### src/rtl/fifo_pkg.sv
// fifo_pkg: shared constants and one-hot state encodings for the RAM-backed FIFO controller
package fifo_pkg;
  localparam int WIDTH = 12;
  localparam int AW = 3;
  localparam int DEPTH = 2 ** AW;
  typedef enum logic [3:0] {
    S_RESET  = 4'b0001,
    S_INIT   = 4'b0010,
    S_IDLE   = 4'b0100,
    S_ACTIVE = 4'b1000,
    S_ERROR  = 4'b1111
  } state_t;
endpackage

### src/rtl/ram_fifo_fsm.sv
// ram_fifo_fsm: state register and next-state logic of the FIFO controller
//   clk, reset_L : clock, asynchronous active-low reset
//   init         : return to INIT from any operating or error state
//   illegal      : push while full or pop while empty this cycle
//   zero         : occupancy after this cycle's accesses is zero
//   state        : one-hot state (ERROR = 4'b1111)
module ram_fifo_fsm
  import fifo_pkg::*;
(
  input  logic   clk,
  input  logic   reset_L,
  input  logic   init,
  input  logic   illegal,
  input  logic   zero,
  output state_t state
);
  always_ff @(posedge clk or negedge reset_L)
    if (!reset_L) state <= S_RESET;
    else
      case (state)
        S_RESET:          state <= S_INIT;
        S_INIT:           state <= init ? S_INIT : S_IDLE;
        S_IDLE, S_ACTIVE: state <= init ? S_INIT : illegal ? S_ERROR : zero ? S_IDLE : S_ACTIVE;
        default:          state <= init ? S_INIT : S_ERROR;
      endcase
endmodule

### src/rtl/ram_fifo_ctrl.sv
// ram_fifo_ctrl: sequences an external 8x12b dual-address RAM as a synchronous FIFO
//   clk, reset_L            : clock, asynchronous active-low reset
//   init                    : reload thresholds, clear pointers and count
//   umbral_af, umbral_ae    : almost-full / almost-empty thresholds, captured in INIT
//   push, data_in, pop      : producer / consumer requests
//   data_out, valid_out     : read data (q_a passthrough) and its strobe, 1 cycle after pop
//   full, empty, almost_full, almost_empty, error, state : status
//   data_a, addr_wa, addr_ra, we_a, re_a, q_a            : RAM side
//   fifo_count              : registered occupancy, present only with FIFO_COUNT_EN
module ram_fifo_ctrl
  import fifo_pkg::*;
#(
  parameter int WIDTH = fifo_pkg::WIDTH,
  parameter int AW = fifo_pkg::AW
) (
  input  logic             clk,
  input  logic             reset_L,
  input  logic             init,
  input  logic [AW:0]      umbral_af,
  input  logic [AW:0]      umbral_ae,
  input  logic             push,
  input  logic [WIDTH-1:0] data_in,
  input  logic             pop,
  output logic [WIDTH-1:0] data_out,
  output logic             valid_out,
  output logic             full,
  output logic             empty,
  output logic             almost_full,
  output logic             almost_empty,
  output logic             error,
  output logic [3:0]       state,
  output logic [WIDTH-1:0] data_a,
  output logic [AW-1:0]    addr_wa,
  output logic [AW-1:0]    addr_ra,
  output logic             we_a,
  output logic             re_a,
  input  logic [WIDTH-1:0] q_a
`ifdef FIFO_COUNT_EN
  , output logic [AW:0]    fifo_count
`endif
);
  state_t          st;
  logic [AW-1:0]   wr_ptr, rd_ptr;
  logic [AW:0]     count, cnt_n, af_thr, ae_thr, af_n, ae_n;
  logic            op, ist, wr_ok, rd_ok, illegal;
  always_comb begin
    op      = st == S_IDLE || st == S_ACTIVE;
    ist     = st == S_INIT;
    wr_ok   = op && push && !full;
    rd_ok   = op && pop && !empty;
    illegal = op && ((push && full) || (pop && empty));
    cnt_n   = ist ? '0 : count + (AW+1)'(wr_ok) - (AW+1)'(rd_ok);
    af_n    = ist ? umbral_af : af_thr;
    ae_n    = ist ? umbral_ae : ae_thr;
  end
  assign we_a     = wr_ok;
  assign re_a     = rd_ok;
  assign addr_wa  = wr_ptr;
  assign addr_ra  = rd_ptr;
  assign data_a   = data_in;
  assign data_out = q_a;
  assign error    = st == S_ERROR;
  assign state    = st;
`ifdef FIFO_COUNT_EN
  assign fifo_count = count;
`endif
  ram_fifo_fsm u_fsm (
    .clk    (clk),
    .reset_L(reset_L),
    .init   (init),
    .illegal(illegal),
    .zero   (cnt_n == '0),
    .state  (st)
  );
  // Flags are registered from next-state values so they equal f(count, thresholds)
  // while still coming out of reset with the required 0/1 pattern.
  always_ff @(posedge clk or negedge reset_L)
    if (!reset_L) begin
      wr_ptr       <= '0;
      rd_ptr       <= '0;
      count        <= '0;
      af_thr       <= '0;
      ae_thr       <= '0;
      valid_out    <= 1'b0;
      full         <= 1'b0;
      empty        <= 1'b1;
      almost_full  <= 1'b0;
      almost_empty <= 1'b1;
    end else begin
      wr_ptr       <= ist ? '0 : wr_ptr + AW'(wr_ok);
      rd_ptr       <= ist ? '0 : rd_ptr + AW'(rd_ok);
      count        <= cnt_n;
      af_thr       <= af_n;
      ae_thr       <= ae_n;
      valid_out    <= rd_ok;
      full         <= cnt_n[AW];
      empty        <= cnt_n == '0;
      almost_full  <= cnt_n >= af_n;
      almost_empty <= cnt_n <= ae_n;
    end
endmodule
### config.mk
export PLATFORM = sky130hd
export DESIGN_NAME = ram_fifo_ctrl
export DESIGN_NICKNAME = d
export VERILOG_FILES = /design/src/rtl/fifo_pkg.sv /design/src/rtl/ram_fifo_fsm.sv /design/src/rtl/ram_fifo_ctrl.sv
export SDC_FILE = /design/constraint.sdc
export NUM_CORES = 1
export LEC_CHECK = 0
export ABC_AREA = 0
export ABC_CLOCK_PERIOD_IN_PS = 10500
export BUFFER_PORTS_ARGS = -buffer_cell sky130_fd_sc_hd__buf_4
export CAP_MARGIN = 20
export CELL_PAD_IN_SITES_DETAIL_PLACEMENT = 1
export CELL_PAD_IN_SITES_GLOBAL_PLACEMENT = 2
export CORE_MARGIN = 2
export CORE_UTILIZATION = 28
export DETAILED_ROUTE_END_ITERATION = 6
export PLACE_DENSITY = 0.92
export SYNTH_ARGS = -nofsm -noshare
export SYNTH_HDL_FRONTEND = slang
export SYNTH_SLANG_ARGS = --single-unit
### constraint.sdc
create_clock -name clk -period 10.5 [get_ports clk]
set_input_delay 1.575 -clock clk [delete_from_list [all_inputs] [get_ports clk]]
set_output_delay 1.575 -clock clk [all_outputs]
set_load 0.01 [all_outputs]
==> metrics.txt, run 1 <==
worst vdd ir=78.81 uV; EDFF count, synth=0; Reg clk slew, reported paths=0.10 ns; initial drt markers=19; syn avg cell area=10.10 um^2; largest delay contributor family on the critical path=adder cells; first-pass GRT wire length=5506 um; Wirelength per Cell=13.62 um; Ports=79; Main synth FF type=dfrtp_1; Worst setup SP type=input port; syn nets=215; vias in the first global route=1172; synthesized instance count=161; Rel. slew slack=60.80%; DRT Wirelength=3241 um; Final #Nets=221; Area contributors post-synth=dfrtp_1, ha_1, buf_4, and2_1, dfstp_2; Final period util=37.64%; clk buf depth=2; PD cells=246.1 nW/um^2; clock insertion delay at the later pin of the skew report=0.28 ns; CP Capture Type=flip-flop; crit path max-delay cell type=fa_1; Worst Path Max Fanout=4; Tot GR Track Use=11.16%; layout cells sized above 1=28.92%; I/O Buffers=30; sequential-to-total area share from yosys stat=40.23%; final hold violations=0; sequential cell area=654.4 um^2; synth-to-layout area growth=10.85%; Multi-input gate area=709.4 um^2; Leakage=0.8965 nW; largest net degree at the start of global routing=27; fill cell count=657; initial core utilization=29.18%; Root Driver=clkbuf_8; setup_tns=0 ns; RSZ-0062 raised after global routing=false; Max Slew Vio Count=0; # diodes=0; # hold bufs at CTS=0; Die Span X=80.22 um; CTS Buf Count=3; YS warnings=0; Max Fclk=253.0 MHz; Mapped Area=1627 um^2; GRT overflow=0; final setup violating endpoints=0; fin cells=238; H-tree Lvls=1; die footprint=6434 um^2; CP required=10.72 ns; die height=80.22 um; Synth async-reset ratio=100.0%; #FFs+latches synth=26; row cnt=27; Critical Path AT=4.17 ns; CTS tree=yes; Yosys cell types=35; Setup Buffers After CTS=0; via count=1100; Placed Area=1732 um^2; DRT antenna net count=0; global placer's final weighted congestion=0.7002; Max Cap Viol=0; fin area=1803 um^2; Synth top area share=35.38%; Core ar.=5574 um^2; # clock sinks=26; Final Skew=0.008791 ns; worst path buffer plus inverter count=2; # resized after CTS=0; drc violations=0; DP HPWL=2528 um; critical path class=input port to flip-flop; Placed Cells=234; dominant cell type by area after synthesis=dfrtp_1; CP max stage delay=0.44 ns; Pre-antenna DRT Iters=3; Worst-Margin Slew=0.5880 ns; Critical Path, Cell by Cell=buf_4, nor3b_1, ha_1, inv_1, ha_1, fa_1, and2_1, ha_1, nor2b_1, o21a_1, o21a_1, o21ai_0; status=finished clean; Overall Power=0.4437 mW; initial antenna violation count=0; Most common cell on crit path=ha_1; Worst Hold Class=flip-flop to flip-flop; Final min period=3.952 ns; vias per std cell=4.622
synth_stat cells (all sizes together), types with 2 or more instances:
| library cell | n |
|---|---|
| buf | 29 |
| dfrtp | 23 |
| nand2 | 18 |
| ha | 16 |
| and2 | 13 |
| inv | 12 |
| xnor2 | 6 |
| a21o | 4 |
| nor2 | 4 |
| a21oi | 3 |
| dfstp | 3 |
| nand2b | 3 |
| nor3b | 3 |
| or3 | 3 |
| o21a | 2 |
| o21ai | 2 |
| or4b | 2 |
| xor2 | 2 |
worst min-delay path: cells and delay by family, from the launching register on:
kind | cells | cell delay (ns)
DFF | 1 | 0.33
and+or+nand+nor | 2 | 0.12
placed cells by master, fill, tap and decap left out:
master     count
or3_1          3
nor4b_2        1
nor3b_2        1
inv_1          5
nor3b_1        2
a221oi_1       1
a21o_1         4
xor2_1         2
inv_2          7
o21a_1         2
dfstp_2        3
nor2b_1        1
and2_1        13
nand2b_1       3
nand2_1       18
buf_4         31
a22o_1         1
bufinv_16      1
or4b_1         2
o311ai_2       1
xnor2_1        6
nor3_1         1
nand4_1        1
clkbuf_8       3
o22a_1         1
o21ai_0        2
fa_1           1
o41ai_1        1
dfrtp_1       23
nor2_1         4
o31ai_1        1
and4_1         1
a21oi_1        3
ha_1          16
path summary, 6_finish.rpt:
path                           startpoint        endpoint  slack (ns)  cells past startpoint
min in group asynchronous         reset_L      addr_ra[2]        1.19                      1
max in group asynchronous         reset_L  u_fsm.state[0]        9.00                      1
max reg2reg                u_fsm.state[2]    almost_empty        6.77                     13
min                             ae_thr[0]       ae_thr[0]        0.49                      2
max                                   pop    almost_empty        6.55                     12
min reg2reg                     ae_thr[0]       ae_thr[0]        0.49                      2
stage by stage:
| stage | worst slack, ns | util (%) | hold WS, ns |
|---|---|---|---|
| floorplan | 6.388 | - | 0.4460 |
| global placement | 6.361 | 31.07 | 0.4624 |
| detailed placement | 6.252 | 31.07 | 0.4683 |
| CTS | 6.540 | 32.35 | 0.4937 |
| global route | 6.401 | 32.35 | 0.5047 |
| finish | 6.548 | 32.35 | 0.4866 |
report_power, final:
group          total [mW]  switching, mW  internal [mW]
sequential          0.154         0.0190          0.135
clock              0.0851         0.0339         0.0511
combinational       0.205          0.107         0.0974
total               0.444          0.160          0.284
routing by layer:
| metal | vias to the layer above | part of all wire, % | global-route usage [%] |
|---|---|---|---|
| met1 | 539 | 41 | 13.07 |
| met2 | 40 | 52 | 19.92 |
| met3 | 7 | 5.9 | 2.472 |
| met5 | - | 0 | 0 |
| met4 | 0 | 1.3 | 3.898 |
| li1 | 514 | - | - |
cell type report:
class / instances / area share (%)
Clock inverter: 1 / 1.666
Timing Repair Buffer: 31 / 12.91
Tap cell: 72 / 4.997
Inverter: 12 / 2.498
Clock buffer: 3 / 2.290
Sequential cell: 26 / 36.29
Multi-Input combinational cell: 93 / 39.35
registers in the layout, indices dropped and copies added, names as in the netlist:
register and flops:
almost_full 1, almost_empty 1, af_thr 4, ae_thr 4
count 4, empty 1, u_fsm.state 4, addr_ra 3
valid_out 1, addr_wa 3
cells by family after synthesis:
family,synth area share [%]
compound gates,7.923
flops,40.23
simple gates,17.46
xor+xnor,4.308
fa+ha+maj,13.54
buf+inv,16.54
Power figures use the tool's default switching activity.
==> run 2, diff against run 1 <==
ABC_AREA = 1   (was 0)
ABC_CLOCK_PERIOD_IN_PS = 3200   (was 10500)
CORE_UTILIZATION = 23   (was 28)
PLACE_DENSITY = 0.84   (was 0.92)
clock period = 3.2 ns   (was 10.5 ns; I/O delays follow)
==> metrics.txt, run 2 <==
status=finished clean (unchanged); Final Skew=0.003013 ns (was 0.008791 ns); post-route setup slack=0.2890 ns (was 6.548 ns); layout cells sized above 1=29.84% (was 28.92%); Setup Buffers After CTS=0 (unchanged); final core occ=26.81% (was 32.35%); post-synthesis xor/xnor area fraction=1.615% (was 4.308%); Tot GR Track Use=9.249% (was 11.16%); Placed Cells=283 (was 234); worst vdd ir=282.9 uV (was 78.81 uV); Main synth FF type=dfrtp_1 (unchanged); Worst Path Max Fanout=5 (was 4); Core ar.=6832 um^2 (was 5574 um^2); met2 GRT Util=17.22% (was 19.92%); fraction of the mapped netlist area in adder cells=13.54% (unchanged); DRT antenna net count=0 (unchanged); Leakage=0.9770 nW (was 0.8965 nW); Critical Path AT=3.07 ns (was 4.17 ns); critical path class=flip-flop to flip-flop (was input port to flip-flop); clk buf depth=2 (unchanged); synth-to-layout area growth=12.62% (was 10.85%); Critical Path, Cell by Cell=nor2_2, inv_1, nand3_2, inv_2, nand2_1, nor2_1, ha_1, inv_1, ha_1, fa_1, inv_1, nor2_2, ha_1, inv_1, nor2_1, o211ai_1, nand3_1 (was buf_4, nor3b_1, ha_1, inv_1, ha_1, fa_1, and2_1, ha_1, nor2b_1, o21a_1, o21a_1, o21ai_0); Synth Area in Simple Gates=18.38% (was 17.46%); YS warnings=0 (unchanged); CTS tree=yes (unchanged); CTS Buf Count=3 (unchanged); fin cells=287 (was 238); most common cell in the netlist=inv_1 (was buf_4); Pre-antenna DRT Iters=4 (was 3); mux contribution to synthesized area=0% (unchanged); Final min period=2.911 ns; Ports=79 (unchanged); die height=88.10 um (was 80.22 um); H-tree Lvls=1 (unchanged); global-route met3 utilization=2.733% (was 2.472%); top post-synthesis cells by count=inv_1, buf_4, nand2_1 (was buf_4, dfrtp_1, nand2_1); minimum hold slack=0.1007 ns (was 0.4866 ns); Worst-Margin Slew=0.3975 ns (was 0.5880 ns); DRT Wirelength=3221 um (was 3241 um); Wirelength per Cell=11.22 um (was 13.62 um); Mapped Area=1627 um^2 (unchanged); clock insertion delay at the later pin of the skew report=0.28 ns (about the same); most frequent cells in the layout=buf_4, inv_1, nand2_1 (was buf_4, dfrtp_1, nand2_1); Final #Nets=246 (was 221); syn avg cell area=8.937 um^2 (was 10.10 um^2); gr busiest metal=met2 (unchanged); RR Startpoint=u_fsm.state[3] (was u_fsm.state[2]); Synth async-reset ratio=100.0% (unchanged); Area contributors post-synth=dfrtp_1, ha_1, buf_4, inv_1, nand2_1 (was dfrtp_1, ha_1, buf_4, and2_1, dfstp_2); Worst setup SP type=flip-flop (was input port); Rel. slew slack=73.41% (was 60.80%); Final period util=90.97%; Die Span X=88.10 um (was 80.22 um); PD cells=990.6 nW/um^2 (was 246.1 nW/um^2); synthesized instance count=182 (was 161); Max Fclk=343.5 MHz; #FFs+latches synth=26 (unchanged); sequential-to-total area share from yosys stat=40.23% (unchanged); # diodes=0 (unchanged); Synth Area in Compound Gates=7.077% (was 7.923%); Worst Hold Class=input port to asynchronous set/reset pin (was flip-flop to flip-flop); first-pass GRT wire length=5609 um (was 5506 um); largest family of logic cells by synthesized area=buffers and inverters (was simple AND/OR/NAND/NOR gates); fill cell count=852 (was 657); dpl ws=0.2408 ns (was 6.252 ns); most common cell after layout, fill and taps aside=buf_4 (unchanged); Root Driver=clkbuf_8 (unchanged); global placer's final weighted congestion=0.7519 (was 0.7002); Reg-to-Reg End=almost_full (was almost_empty); via count=1134 (was 1100); Multi-input gate area=663.1 um^2 (was 709.4 um^2); die footprint=7761 um^2 (was 6434 um^2); R2R Setup Slk=0.29 ns (was 6.77 ns); syn nets=236 (was 215); vias in the first global route=1305 (was 1172); # clock sinks=26 (unchanged); Yosys cell types=24 (was 35); initial antenna violation count=0 (unchanged); final hold violations=0 (unchanged); sequential cell area=654.4 um^2 (unchanged); crit path max-delay cell type=fa_1 (unchanged); CP Capture Type=flip-flop (unchanged); GR Util met1=10.39% (was 13.07%); Synth top area share=35.38% (unchanged); Crit. Startpoint=u_fsm.state[3] (was pop); row cnt=30 (was 27); vias per std cell=3.951 (was 4.622); largest net degree at the start of global routing=27 (unchanged); worst r2r path cells=17 (was 13); dominant cell type by area after synthesis=dfrtp_1 (unchanged); I/O Buffers=30 (unchanged); drc violations=0 (unchanged); GRT overflow=0 (unchanged); final setup violating endpoints=0 (unchanged); EDFF count, synth=0 (unchanged); Reg clk slew, reported paths=0.09 ns (was 0.10 ns); initial core utilization=23.81% (was 29.18%); CP required=3.36 ns (was 10.72 ns); Most common cell on crit path=inv_1 (was ha_1); DP HPWL=2518 um (was 2528 um); initial drt markers=49 (was 19); Max Slew Vio Count=0 (unchanged); Max Cap Viol=0 (unchanged); CP max stage delay=0.52 ns (was 0.44 ns)
run 2: worst max path at each step:
| stage | to | slack [ns] | depth (start not counted) |
|---|---|---|---|
| floorplan | almost_full | 0.30 | 16 |
| global placement | almost_full | 0.34 | 17 |
| detailed placement | almost_full | 0.24 | 17 |
| CTS | almost_full | 0.22 | 17 |
| global route | almost_full | -0.005 | 16 |
| finish | almost_full | 0.29 | 17 |
run 2: cells by family (layout without fill, tap and decap cells):
kind of cell / after synthesis / count (layout)
AND/OR/NAND/NOR: 62 / 62
buffers and inverters: 57 / 66
flip-flops: 26 / 26
adder cells (fa/ha/maj): 17 / 17
AO/OA/AOI/OAI: 17 / 17
XOR/XNOR: 3 / 3
run 2: what timing repair did:
action	in CTS	in global routing
setup endpoints to repair	0	2
hold buffers	0	0
gates resized for setup	0	1
endpoints found under the hold margin	0	0
run 2: routing by layer:
layer	vias to the layer above	part of all wire (%)
li1	557	-
met1	539	44
met2	28	49
met3	10	6.1
met4	0	0.90
met5	-	0
run 2: stage by stage:
| stage | cell area (um^2) | setup TNS (ns) | power, mW |
|---|---|---|---|
| finish | 1832 | 0 | 1.814 |
| global route | 1832 | -0.004589 | 2.051 |
| CTS | 1829 | 0 | 1.862 |
| detailed placement | 1784 | 0 | 1.656 |
| global placement | 1784 | 0 | 1.607 |
| floorplan | 1627 | 0 | 1.360 |
run 2: area by class of cell:
cell class,instances,area share [%]
tap,96,6.557
timing repair buffer,31,12.70
clock buffer,4,2.459
multi-input combinational,99,36.20
sequential,26,35.72
inverter,31,6.352
run 2: where the power goes:
part	leakage, nW	switching [mW]	internal, mW
logic	0.636	0.649	0.429
registers	0.318	0.0674	0.472
clock network	0.0228	0.108	0.0894
run 2: worst max-delay path: cells and delay by family (launching register included):
family / cells / cell delay [ns]
AO/OA/AOI/OAI: 1 / 0.14
AND/OR/NAND/NOR: 7 / 0.66
adder cells (fa/ha/maj): 4 / 1.27
buffers and inverters: 5 / 0.31
flip-flops: 1 / 0.42
